**config.mk**
```make
export PLATFORM = sky130hd
export DESIGN_NAME = riscv_lsu
export DESIGN_NICKNAME = d
export VERILOG_FILES = /design/src/rtl/riscv_lsu.sv
export SDC_FILE = /design/constraint.sdc
export NUM_CORES = 1
export LEC_CHECK = 0
export CORE_ASPECT_RATIO = 0.6
export CORE_MARGIN = 3
export CORE_UTILIZATION = 23
export CTS_BUF_LIST = sky130_fd_sc_hd__clkbuf_2 sky130_fd_sc_hd__clkbuf_4 sky130_fd_sc_hd__clkbuf_8
export CTS_CLUSTER_SIZE = 16
export DETAILED_ROUTE_END_ITERATION = 6
export GPL_TIMING_DRIVEN = 0
export MAX_ROUTING_LAYER = met4
export PLACE_DENSITY = 0.59
export SKIP_CTS_REPAIR_TIMING = 1
export SYNTH_ARGS = -nofsm -noshare
export SYNTH_HDL_FRONTEND = slang
export SYNTH_SLANG_ARGS = --single-unit
```
**constraint.sdc**
```tcl
create_clock -name clk -period 7.45 [get_ports clk]
set_input_delay 1.1175 -clock clk [delete_from_list [all_inputs] [get_ports clk]]
set_output_delay 1.1175 -clock clk [all_outputs]
set_load 0.05 [all_outputs]
```
**src/rtl/riscv_lsu.sv**
```systemverilog
// riscv_lsu: multi-cycle load/store unit between the execute stage and a valid/ready memory bus
// Ports: clk/resetn (sync, active-high reset); req_* accepts one load/store when req_ready;
// mem_* drives an aligned bus access with byte strobes and lane-shifted store data;
// resp_* pulses once per request with extended load data or an error code
// (1 misaligned, 2 illegal funct3, 3 bus timeout).
module riscv_lsu #(
   parameter int DATA_W        = 32,
   parameter int ADDR_W        = 32,
   parameter int TIMEOUT       = 16,
   parameter int MISALIGN_TRAP = 1
) (
   input  logic                clk,
   input  logic                resetn,
   input  logic                req_valid,
   output logic                req_ready,
   input  logic                req_we,
   input  logic [2:0]          req_funct3,
   input  logic [ADDR_W-1:0]   req_addr,
   input  logic [DATA_W-1:0]   req_wdata,
   output logic                resp_valid,
   output logic [DATA_W-1:0]   resp_rdata,
   output logic                resp_err,
   output logic [1:0]          resp_code,
   output logic                mem_valid,
   input  logic                mem_ready,
   output logic [ADDR_W-1:0]   mem_addr,
   output logic [DATA_W-1:0]   mem_wdata,
   output logic [DATA_W/8-1:0] mem_wstrb,
   input  logic [DATA_W-1:0]   mem_rdata
);
   localparam int NB = DATA_W / 8;
   localparam int OW = $clog2(NB);
   localparam int CW = TIMEOUT > 1 ? $clog2(TIMEOUT) : 1;
   typedef enum logic [1:0] {IDLE, BUS, RESP} state_t;
   state_t              state_q;
   logic                we_q, mem_valid_q, resp_valid_q, resp_err_q;
   logic [2:0]          f3_q;
   logic [OW-1:0]       off_q;
   logic [CW-1:0]       cnt_q;
   logic [1:0]          resp_code_q;
   logic [ADDR_W-1:0]   mem_addr_q;
   logic [DATA_W-1:0]   mem_wdata_q, resp_rdata_q;
   logic [NB-1:0]       mem_wstrb_q;
   logic [1:0]          sz;
   logic [OW-1:0]       mask, off, aoff;
   logic                illegal, misal;
   logic [NB-1:0]       strb;
   logic [DATA_W-1:0]   wsh, t, ext;
   logic signed [DATA_W-1:0] ts;
   logic [6:0]          k;
   assign req_ready  = (state_q == IDLE) && !resetn;
   assign resp_valid = resp_valid_q;
   assign resp_rdata = resp_rdata_q;
   assign resp_err   = resp_err_q;
   assign resp_code  = resp_code_q;
   assign mem_valid  = mem_valid_q;
   assign mem_addr   = mem_addr_q;
   assign mem_wdata  = mem_wdata_q;
   assign mem_wstrb  = mem_wstrb_q;
   // request decode; aoff is the lane offset rounded down to the access size
   always_comb begin
      sz      = req_funct3[1:0];
      mask    = OW'((1 << sz) - 1);
      off     = req_addr[OW-1:0];
      aoff    = off & ~mask;
      misal   = (off & mask) != '0;
      illegal = (DATA_W == 32 && sz == 2'd3) || (req_we && req_funct3[2]) ||
                (!req_we && req_funct3 == (DATA_W == 64 ? 3'd7 : 3'd6));
      strb    = NB'((1 << (1 << sz)) - 1) << aoff;
      wsh     = req_wdata << {aoff, 3'b000};
   end
   // load extraction: move the addressed field to the top, then shift back down
   // logically (zero-extend) or arithmetically (sign-extend)
   always_comb begin
      k   = 7'(DATA_W - (8 << f3_q[1:0]));
      t   = (mem_rdata >> {off_q, 3'b000}) << k;
      ts  = $signed(t) >>> k;
      ext = f3_q[2] ? t >> k : $unsigned(ts);
   end
   always_ff @(posedge clk) begin
      if (resetn) begin
         state_q      <= IDLE;
         we_q         <= 1'b0;
         f3_q         <= '0;
         off_q        <= '0;
         cnt_q        <= '0;
         mem_valid_q  <= 1'b0;
         mem_addr_q   <= '0;
         mem_wdata_q  <= '0;
         mem_wstrb_q  <= '0;
         resp_valid_q <= 1'b0;
         resp_err_q   <= 1'b0;
         resp_code_q  <= '0;
         resp_rdata_q <= '0;
      end else begin
         case (state_q)
            IDLE: if (req_valid) begin
               we_q  <= req_we;
               f3_q  <= req_funct3;
               off_q <= aoff;
               cnt_q <= '0;
               if (illegal || (MISALIGN_TRAP != 0 && misal)) begin
                  state_q      <= RESP;
                  resp_valid_q <= 1'b1;
                  resp_err_q   <= 1'b1;
                  resp_code_q  <= illegal ? 2'd2 : 2'd1;
                  resp_rdata_q <= '0;
               end else begin
                  state_q     <= BUS;
                  mem_valid_q <= 1'b1;
                  mem_addr_q  <= {req_addr[ADDR_W-1:OW], {OW{1'b0}}};
                  mem_wstrb_q <= req_we ? strb : '0;
                  mem_wdata_q <= req_we ? wsh : '0;
               end
            end
            BUS: if (mem_ready) begin
               mem_valid_q  <= 1'b0;
               state_q      <= RESP;
               resp_valid_q <= 1'b1;
               resp_err_q   <= 1'b0;
               resp_code_q  <= 2'd0;
               resp_rdata_q <= we_q ? '0 : ext;
            end else if (TIMEOUT != 0 && cnt_q == CW'(TIMEOUT - 1)) begin
               mem_valid_q  <= 1'b0;
               mem_wstrb_q  <= '0;
               state_q      <= RESP;
               resp_valid_q <= 1'b1;
               resp_err_q   <= 1'b1;
               resp_code_q  <= 2'd3;
               resp_rdata_q <= '0;
            end else begin
               cnt_q <= cnt_q + 1'b1;
            end
            default: begin
               resp_valid_q <= 1'b0;
               state_q      <= IDLE;
            end
         endcase
      end
   end
endmodule

```
==> summary.txt, run 1 <==
CTS
  – CTS Root Cell: clkbuf_8
  – CTS Buffer Depth: 2
  – TritonCTS clock tree: built
  – Worst-path clk slew: 70 ps
  – Clock sinks: 115
  – H-tree levels: 4
  – Later-pin clock latency in the skew report: 450 ps
  – TritonCTS buffer count: 17

GRT
  – Vias in the first global route: 5,436
  – First-pass GRT wire length: 31.48 mm
  – All-layer global routing usage: 17.24%
  – Initial antenna violation count: 0
  – GRT overflow: 0
  – Largest net degree at the start of global routing: 17

Finish
  – Post-Layout Cell Count: 1,166
  – Filler cells: 2,342
  – Nets@finish: 951
  – Share of cells above drive strength 1: 7.710%
  – Area grow syn2layout: 56.00%

Worst setup path
  – Critical path's slowest cell: clkdlybuf4s50_1
  – Req. time, crit path: 6330 ps
  – Top cell by count, worst path: clkdlybuf4s50_1
  – Max incr delay on CP: 860 ps
  – Critical-path cell list: clkdlybuf4s50_1 > clkbuf_1 > nor3_1 > clkdlybuf4s50_1
  – CP Max Fanout: 10
  – Worst path arrival time: 3130 ps
  – R2R Setup Slk: 5210 ps
  – WS Path Type: in -> out
  – Nature of the critical path endpoint: output pin
  – Crit start category: input port

Routing
  – TritonRoute pass-1 iters: 5
  – DRC violations left: 0
  – WL/cell: 17.86 um
  – Routed vias: 5,429
  – DR vias/cell: 4.656
  – Drt initial violations: 367
  – Post-route ant nets: 0
  – Drt total wl: 20.83 mm

Yosys
  – Area share of the largest cell type after synthesis: 43.86%
  – Netlist Area Pre-Place: 0.005249 mm2
  – Post-synth top cells: 115 x dfxtp_1, 101 x nand2_1, 71 x a21oi_1
  – Asr flop ratio synth: 0%
  – Count leader, synth: dfxtp_1
  – Post-synthesis register bit count: 115
  – Sequential area share after synthesis: 43.86%
  – Synth area leader: dfxtp_1
  – Dominant synthesized flop cell: dfxtp_1
  – EDFF count, synth: 0
  – Syn Area/Cell: 8.507 um2
  – Number of distinct library cells after synthesis: 52
  – Post-Syn Instances: 617
  – Synth area leaders: dfxtp_1 44%, nand2_1 7.2%, a21oi_1 6.8%
  – Synth Warn #: 0

Worst hold path
  – Path category of the worst min-delay check: reg -> reg

STA
  – RSZ-0062 raised after global routing: false
  – Final setup viols: 0
  – Setup TNS: 0 ps
  – Clock skew: 10.04 ps
  – Final worst slack: 3202 ps
  – Final Hold Violating Endpoints: 0
  – Tightest Pin Transition: 1267 ps
  – Slew margin rel.: 15.03%
  – Max-slew violation count: 0
  – Fmax: 0.2354 GHz
  – Min Clock Period, post-route: 4248 ps
  – Period utilization: 57.02%

Pwr
  – Design Power: 0.001693 W
  – Pwr Density: 206.8 mW/mm2
  – VDD IR max: 101.3 uV
  – Comb pwr share: 19.9%
  – Switch Pwr: 0.0004804 W
  – Sequential power share: 38.2%
  – Clk pwr share: 41.9%
  – Leak: 2.904 nW
  – Internal: 0.001212 W
  – Sw Share: 28.38%

Placement
  – DP Worst Slack: 3087 ps
  – Port bufs: 206
  – Final RePlAce weighted congestion: 0.8443
  – Detailed placement HPWL: 16.34 mm
  – Dpl cells: 1,132

Floorplanning
  – Starting Density: 23.61%
  – FP Rows: 42
  – # IOs: 210
  – Core area: 0.02223 mm2
  – Die area: 0.02473 mm2
  – Die outline height: 123.0 um
  – Die Wd: 201.0 um

Run status
  – Outcome: finished, final reports clean

Run
  – Max Cap Viol: 0
==> worst max-delay path, delay by kind of cell <==
family | cells | cell delay, ps
buf+inv | 3 | 1770
simple gates | 1 | 250
==> cells by family after synthesis <==
logic type	count (synthesis)	synth area share (%)
buffers and inverters	57	4.768
multiplexers	35	6.913
XOR/XNOR	5	0.8343
adder cells (fa/ha/maj)	4	0.9536
other	1	0.07145
AND/OR/NAND/NOR	219	19.05
AO/OA/AOI/OAI	181	23.55
flip-flops	115	43.86
==> through the flow <==
stage / hold WS, ps / instance area [um2] / util (%)
after floorplan: 431.2 / 5253 / -
after global routing: 464.3 / 8183 / 36.81
after CTS: 454.3 / 8183 / 36.81
after global placement: 439.2 / 7700 / 34.64
after detailed placement: 445.3 / 7700 / 34.64
final: 450.8 / 8188 / 36.83
==> metal layers <==
layer	track usage [%]	share of wire (%)
met4	3.551	0.76
met2	22.73	39
met3	7.288	10
met5	-	0
met1	24.21	50
==> power groups by stage <==
stage	registers [W]	logic, W	clock network, W
floorplan	0.000716	0.000132	0
global placement	0.000660	0.000335	0
detailed placement	0.000661	0.000335	0
CTS	0.000647	0.000336	0.000727
global route	0.000650	0.000363	0.000753
finish	0.000647	0.000336	0.000709
==> flip-flops by register name, summed over array words and instances (netlist names) <==
register	count
off_q	2
resp_rdata	32
state_q	2
we_q	1
resp_valid	1
f3_q	3
mem_wstrb	4
resp_err	1
mem_valid	1
resp_code	2
cnt_q	4
mem_wdata	32
mem_addr	30
==> area by class of cell <==
type,count,area [um2],share of cell area (%)
clock buffers,23,310.3,3.790
repair buffers,206,2062,25.18
diodes,2,5.005,0.06112
flip-flops and latches,115,2302,28.12
clock inverters,9,172.7,2.109
inverters,6,22.52,0.2751
plain buffers,51,227.7,2.781
well taps,308,385.4,4.707
multi-input cells,446,2700,32.98
==> layout by cell type (no fill, tap or decap), types with 2 or more instances in the layout <==
cell / Yosys / layout
clkdlybuf4s50_1: 0 / 206
dfxtp_1: 115 / 115
nand2_1: 101 / 101
a21oi_1: 71 / 71
nor2_1: 44 / 44
mux2i_1: 34 / 34
clkbuf_1: 28 / 28
clkbuf_8: 0 / 22
nor3_1: 19 / 19
buf_2: 17 / 17
a22oi_1: 17 / 17
a211oi_1: 14 / 14
a22o_1: 14 / 14
o21ai_0: 13 / 13
o2bb2ai_1: 12 / 12
nand3_1: 11 / 11
nor2b_1: 11 / 11
and3_1: 8 / 8
a221o_1: 7 / 7
a211o_1: 7 / 7
a32oi_1: 7 / 7
inv_1: 6 / 6
nand2b_1: 6 / 6
o211ai_1: 6 / 6
bufinv_16: 0 / 5
buf_4: 4 / 4
nor3b_1: 4 / 4
xor2_1: 4 / 4
ha_1: 4 / 4
clkinv_2: 0 / 3
diode_2: 0 / 2
or2_2: 2 / 2
a21oi_2: 2 / 2
or3_1: 2 / 2
buf_1: 2 / 2
nor3_2: 2 / 2
o31ai_1: 2 / 2
nand3b_1: 2 / 2
conb_1: 1 / 2
==> final timing paths <==
check	start	end	cells after the start
worst min-delay path	mem_wdata[2]$_SDFFE_PP0P_	mem_wdata[2]$_SDFFE_PP0P_	2
worst max-delay path	resetn	req_ready	4
worst max register to register	state_q[0]$_SDFFE_PP0P_	resp_rdata[4]$_SDFFE_PP0P_	5
worst min register to register	mem_wdata[2]$_SDFFE_PP0P_	mem_wdata[2]$_SDFFE_PP0P_	2
(Power assumes the default switching activity.)
==> inputs of run 2 (changes only) <==
clock period = 4.05 ns   (was 7.45 ns; I/O delays follow)
==> results of run 2 <==
Same layout as run 1 (identical final DEF). Status: finished, final reports clean.
Among the figures that moved: setup slack after placement 3087 ps -> 196.7 ps; setup slack after layout 3202 ps -> 578.8 ps; start point of the critical path resetn -> req_funct3[0]; end point of the critical path req_ready -> mem_wdata[1]$_SDFFE_PP0P_; register-to-register setup slack 5210 ps -> 1810 ps; total power 0.001693 W -> 0.003114 W; worst IR drop on VDD 101.3 uV -> 186.3 uV
